===== config.mk =====
export PLATFORM = sky130hd
export DESIGN_NAME = frv_rvfi_tracer
export DESIGN_NICKNAME = d
export VERILOG_FILES = /design/src/rtl/frv_rvfi_tracer.sv
export SDC_FILE = /design/constraint.sdc
export NUM_CORES = 2
export LEC_CHECK = 0
export ABC_AREA = 1
export ABC_CLOCK_PERIOD_IN_PS = 28400
export CAP_MARGIN = 20
export CORE_MARGIN = 5
export CORE_UTILIZATION = 50
export CTS_CLUSTER_SIZE = 28
export DETAILED_ROUTE_END_ITERATION = 6
export PLACE_DENSITY = 0.76
export SKIP_CTS_REPAIR_TIMING = 1
export SYNTH_ARGS = -nofsm -noshare
export SYNTH_HDL_FRONTEND = slang
export SYNTH_SLANG_ARGS = --single-unit
export TNS_END_PERCENT = 30

===== constraint.sdc =====
create_clock -name g_clk -period 28.4 [get_ports g_clk]
set_clock_uncertainty 0.15 [all_clocks]
set_input_delay 5.68 -clock g_clk [delete_from_list [all_inputs] [get_ports g_clk]]
set_output_delay 5.68 -clock g_clk [all_outputs]
set_load 0.02 [all_outputs]

===== src/rtl/frv_rvfi_tracer.sv =====
// ---------------------------------------------------------------------------
// frv_rvfi_tracer
//
// Producer end of the RVFI trace interface. Dispatch records from the
// decode/execute boundary are queued in a small FIFO. Writeback retirement
// events are matched with them strictly in order. One registered rvfi_*
// record is emitted for each retired instruction. This block is used only in
// formal and simulation builds.
//
// Ports
//   g_clk, g_reset        core clock, synchronous active-high reset
//   d_valid / d_ready     dispatch record handshake
//   d_pc, d_insn          dispatched instruction PC and instruction word
//   d_rs_addr, d_rs_rdata {rs3,rs2,rs1} source addresses and operand values
//   flush                 discard every record that has not yet retired
//   w_valid               retirement of the oldest dispatched instruction
//   w_trap, w_rd_*, w_pc_wdata, w_mem_*
//                         retirement-side fields of the trace record
//   rvfi_*                merged trace record; rvfi_valid is a 1-cycle pulse
//   trace_err             sticky protocol-error flag (empty retire or a
//                         break in PC continuity)
// ---------------------------------------------------------------------------
module frv_rvfi_tracer #(
    parameter int XLEN  = 32,
    parameter int DEPTH = 4
) (
    input  logic                  g_clk,
    input  logic                  g_reset,

    input  logic                  d_valid,
    output logic                  d_ready,
    input  logic [XLEN-1:0]       d_pc,
    input  logic [31:0]           d_insn,
    input  logic [14:0]           d_rs_addr,
    input  logic [3*XLEN-1:0]     d_rs_rdata,

    input  logic                  flush,

    input  logic                  w_valid,
    input  logic                  w_trap,
    input  logic [4:0]            w_rd_addr,
    input  logic [XLEN-1:0]       w_rd_wdata,
    input  logic [XLEN-1:0]       w_pc_wdata,
    input  logic [XLEN-1:0]       w_mem_addr,
    input  logic [2*XLEN/8-1:0]   w_mem_mask,
    input  logic [XLEN-1:0]       w_mem_rdata,
    input  logic [XLEN-1:0]       w_mem_wdata,

    output logic                  rvfi_valid,
    output logic [63:0]           rvfi_order,
    output logic [31:0]           rvfi_insn,
    output logic [XLEN-1:0]       rvfi_pc_rdata,
    output logic [14:0]           rvfi_rs_addr,
    output logic [3*XLEN-1:0]     rvfi_rs_rdata,
    output logic                  rvfi_trap,
    output logic [4:0]            rvfi_rd_addr,
    output logic [XLEN-1:0]       rvfi_rd_wdata,
    output logic [XLEN-1:0]       rvfi_pc_wdata,
    output logic [XLEN-1:0]       rvfi_mem_addr,
    output logic [2*XLEN/8-1:0]   rvfi_mem_mask,
    output logic [XLEN-1:0]       rvfi_mem_rdata,
    output logic [XLEN-1:0]       rvfi_mem_wdata,

    output logic                  trace_err
);

    localparam int AW = $clog2(DEPTH);

    // Dispatch-record storage.
    logic [XLEN-1:0]   pc_mem    [DEPTH];
    logic [31:0]       insn_mem  [DEPTH];
    logic [14:0]       rsa_mem   [DEPTH];
    logic [3*XLEN-1:0] rsd_mem   [DEPTH];

    // The pointers carry one extra wrap bit. Equal pointers mean the FIFO is
    // empty. Pointers whose index bits match but whose wrap bits differ mean
    // the FIFO is full.
    logic [AW:0]       wr_ptr;
    logic [AW:0]       rd_ptr;
    logic              full;
    logic              empty;
    logic              push;
    logic              pop;
    logic [AW-1:0]     head;

    // PC continuity tracking across non-trap emissions.
    logic [XLEN-1:0]   prev_pc_wdata;
    logic              prev_ok;
    logic              cont_err;

    logic [63:0]       order_cnt;

    assign full  = (wr_ptr[AW] != rd_ptr[AW]) && (wr_ptr[AW-1:0] == rd_ptr[AW-1:0]);
    assign empty = (wr_ptr == rd_ptr);
    assign head  = rd_ptr[AW-1:0];

    // There is no bypass in either direction. A retire in the same cycle
    // does not make room for a push, and a push in the same cycle does not
    // feed an otherwise empty retire.
    assign d_ready = !full;
    assign push    = d_valid && !full && !flush;
    assign pop     = w_valid && !empty;

    assign cont_err = pop && !w_trap && prev_ok && (pc_mem[head] != prev_pc_wdata);

    // NOTE: storage has no reset. The pointers fully qualify every read, so
    // stale contents are never observed, and leaving the array unreset keeps
    // it mappable to plain RAM.
    always_ff @(posedge g_clk) begin
        if (push) begin
            pc_mem[wr_ptr[AW-1:0]]   <= d_pc;
            insn_mem[wr_ptr[AW-1:0]] <= d_insn;
            rsa_mem[wr_ptr[AW-1:0]]  <= d_rs_addr;
            rsd_mem[wr_ptr[AW-1:0]]  <= d_rs_rdata;
        end
    end

    // NOTE: all state uses non-blocking assignments, so every read in this
    // edge sees the values from before the edge.
    always_ff @(posedge g_clk) begin
        if (g_reset) begin
            wr_ptr <= '0;
            rd_ptr <= '0;
        end else if (flush) begin
            // The head may still retire in this cycle; its output is built
            // from the pre-flush head index, so collapsing both pointers is safe.
            wr_ptr <= '0;
            rd_ptr <= '0;
        end else begin
            if (push) wr_ptr <= wr_ptr + 1'b1;
            if (pop)  rd_ptr <= rd_ptr + 1'b1;
        end
    end

    // Continuity reference. Trap emissions neither check against it nor
    // update it. A flush re-arms the "first emission" skip after any
    // emission that happens in the same cycle.
    always_ff @(posedge g_clk) begin
        if (g_reset) begin
            prev_pc_wdata <= '0;
            prev_ok       <= 1'b0;
        end else begin
            if (pop && !w_trap) begin
                prev_pc_wdata <= w_pc_wdata;
                prev_ok       <= 1'b1;
            end
            if (flush) prev_ok <= 1'b0;
        end
    end

    always_ff @(posedge g_clk) begin
        if (g_reset) begin
            trace_err <= 1'b0;
        end else if ((w_valid && empty) || cont_err) begin
            trace_err <= 1'b1;
        end
    end

    // Registered trace record. The fields hold their values between
    // emissions; only rvfi_valid drops back to 0.
    always_ff @(posedge g_clk) begin
        if (g_reset) begin
            order_cnt      <= '0;
            rvfi_valid     <= 1'b0;
            rvfi_order     <= '0;
            rvfi_insn      <= '0;
            rvfi_pc_rdata  <= '0;
            rvfi_rs_addr   <= '0;
            rvfi_rs_rdata  <= '0;
            rvfi_trap      <= 1'b0;
            rvfi_rd_addr   <= '0;
            rvfi_rd_wdata  <= '0;
            rvfi_pc_wdata  <= '0;
            rvfi_mem_addr  <= '0;
            rvfi_mem_mask  <= '0;
            rvfi_mem_rdata <= '0;
            rvfi_mem_wdata <= '0;
        end else begin
            rvfi_valid <= pop;
            if (pop) begin
                order_cnt      <= order_cnt + 64'd1;
                rvfi_order     <= order_cnt;
                rvfi_insn      <= insn_mem[head];
                rvfi_pc_rdata  <= pc_mem[head];
                rvfi_rs_addr   <= rsa_mem[head];
                rvfi_rs_rdata  <= rsd_mem[head];
                rvfi_trap      <= w_trap;
                // A trapped instruction writes no register and performs no
                // memory access. A write to x0 is reported with zero data.
                rvfi_rd_addr   <= w_trap ? 5'd0 : w_rd_addr;
                rvfi_rd_wdata  <= (w_trap || (w_rd_addr == 5'd0)) ? '0 : w_rd_wdata;
                rvfi_pc_wdata  <= w_pc_wdata;
                rvfi_mem_addr  <= w_mem_addr;
                rvfi_mem_mask  <= w_trap ? '0 : w_mem_mask;
                rvfi_mem_rdata <= w_mem_rdata;
                rvfi_mem_wdata <= w_mem_wdata;
            end
        end
    end

endmodule


==> run metrics <==
adder-cell share of the synthesized area=0.1693%; Vias/cell=5.611; Non-Filler Instances=5749; Die Wd=307.8 µm; Most used DFF post-synth=edfxtp_1; Hold Crit Class=flip-flop to flip-flop; Worst EP required=28.89 ns; vias in the first global route=30690; final worst path period need=9.084 ns; CP peak stage delay=0.87 ns; fmax=110.1 MHz; clk buf depth=3; Pwr Total=3.836 mW; DRT antenna net count=0; DRT Wirelength=130300 µm; yosys warns=0; Root Driver=clkbuf_16; Post-synth top cells=edfxtp_1 (700), nand2_1 (524), dfxtp_1 (520), o21ai_0 (431), nor2_1 (397); largest family of logic cells by synthesized area=compound AO/OA/AOI/OAI gates; placement-stage cell area=52780 µm²; setup tns final=0 ns; Crit Path Max Fanout=89; Rows=109; Syn Nets=4127; Clk Latency, worst-skew pair=0.70 ns; static leakage=19.87 nW; Final Setup Violations=0; mux cell area share after synthesis=0%; CTS tree=built; die height=307.8 µm; Compound-Gate Fraction of Synth Area=14.06%; dpl cells=5504; H-Tree Depth=3; Slew Viols, Final=0; Design Area, Final=56980 µm²; slew margin rel.=20.03%; GRT Resource Usage Total=26.08%; post-synth top area share=47.41%; CP endpoint kind=flip-flop; Fillers=6544; final net count=4822; pre-CTS setup slack=18.65 ns; post-synth cell types=41; post-synthesis xor/xnor area fraction=0.3556%; startpoint class of the critical path=primary input; pwr dens=67.32 nW/µm²; total gr overflow=0; clock sinks=1220; cell mode on critical path=buf_4; Layout area overhead=28.53%; Clock Pin Slew Worst Setup and Hold Paths=0.06 ns; worst path arrival time=9.57 ns; status=completed; Gate Count Post-Synth=3767; Max Cap Viol=0; Async S/R FF share, synth=0%; post-synthesis sequential area ratio=70.89%; worst path cell trace=clkdlybuf4s50_1, nand2_2, buf_4, inv_6, nor2_8, buf_4, buf_4, a22o_1; routed length per instance=22.67 µm; cell with the most instances after synthesis=edfxtp_1; Worst path slowest cell=buf_4; post-layout util=64.58%; final hold vios=0; Setup CP Type=primary input to flip-flop; DR pass1 iterations=5; initial antenna violation count=32; Max VDD drop=0.00005599 V; synthesized flop and latch total=1220; synthesized area per cell=11.77 µm²; HPWL after DPL=82280 µm; unrepaired setup endpoints after global routing=false; DIE AREA=94720 µm²; measured slew at the worst slew-check pin=1.200 ns; Synth Area in Simple Gates=10.60%; First DRT Iteration DRCs=3108; total number of vias=32259; cell taking the most area after synthesis=edfxtp_1; TritonCTS buffer count=118; period utilisation layout=31.99%; Worst Slack Setup Final=19.32 ns; core box area=88240 µm²; starting density of the core=50.24%; CP Buf/Inv Count=5; ranking of synthesized cells by area=edfxtp_1 (47%), dfxtp_1 (23%), o21ai_0 (4.9%); Post-synth EDFFs=700; Placer Congestion=0.9519; critical path's top delay family=buffers and inverters; first-pass GRT wire length=190600 µm; Mapped Area=44330 µm²; layout cells sized above 1=5.433%; count of input and output buffers=769; worst-case hold slack=0.3023 ns; I/O Pins=770; DRC Markers=0; pin count of the biggest net entering global routing=197
[placed cells by master, fill, tap and decap left out, drive strengths merged, types with 2 or more instances in the layout]
master / instances
clkdlybuf4s50: 768
edfxtp: 700
nand2: 528
dfxtp: 520
o21ai: 436
nor2: 403
a22o: 242
inv: 190
clkbuf: 170
o22ai: 143
nand3: 142
a21oi: 48
nor3: 47
a32o: 41
buf: 37
clkinv: 33
o32ai: 32
diode: 19
xor2: 17
bufinv: 13
nand4: 12
nor4: 9
ha: 6
o31ai: 5
a31oi: 5
nor3b: 5
clkinvlp: 4
o21a: 3
nand3b: 2
[area by class of cell]
type | count | area [µm²] | share of cell area (%)
Clock buffer | 170 | 3402 | 5.970
Multi-Input combinational cell | 2130 | 11190 | 19.64
Clock inverter | 53 | 671.9 | 1.179
Timing Repair Buffer | 805 | 8048 | 14.12
Antenna cell | 19 | 47.55 | 0.08344
Tap cell | 1165 | 1458 | 2.558
Sequential cell | 1220 | 31440 | 55.17
Inverter | 187 | 726.9 | 1.276
[worst register-to-register path, delay by kind of cell, from the launching register on]
kind,cells,cell delay (ns)
xor+xnor,1,0.16
compound gates,1,0.39
simple gates,4,1.12
flops,1,0.34
buf+inv,4,2.27
[report_power, final]
group	total [mW]	leakage (nW)	switching [mW]	internal, mW
sequential	1.94	10.6	0.0221	1.91
clock	1.62	1.99	0.663	0.952
combinational	0.285	7.30	0.163	0.122
[flip-flops by register name, indices dropped and copies added (netlist names), 60 cells and up, named ones only]
| name | count |
|---|---|
| insn_mem | 128 |
| order_cnt | 64 |
| pc_mem | 128 |
| rsa_mem | 60 |
| rsd_mem | 384 |
| rvfi_order | 64 |
| rvfi_rs_rdata | 96 |
[per-layer routing]
metal | global-route usage, % | part of all wire [%] | vias to the layer above
met5 | 0 | 0.12 | -
met3 | 7.427 | 9.0 | 240
met2 | 42.91 | 49 | 1330
met1 | 33.44 | 39 | 15704
li1 | - | - | 14963
met4 | 8.997 | 3.2 | 22
[cells by family (layout without fill, tap and decap cells)]
kind of cell             after synthesis  in the layout
adder cells (fa/ha/maj)                6              6
other                                  0             19
AO/OA/AOI/OAI                        957            957
buffers and inverters                417           1215
AND/OR/NAND/NOR                     1149           1149
XOR/XNOR                              18             18
flip-flops                          1220           1220
[worst paths after layout]
kind / from / to / slack [ns] / depth (start not counted)
setup reg to reg: wr_ptr[1] / rvfi_insn[15] / 23.92 / 10
hold reg to reg: rvfi_rd_addr[0] / rvfi_rd_addr[0] / 0.30 / 2
hold / removal: rvfi_rd_addr[0] / rvfi_rd_addr[0] / 0.30 / 2
setup / recovery: w_valid / rvfi_insn[15] / 19.32 / 8
Note: power is estimated with default switching activity, not from simulation.
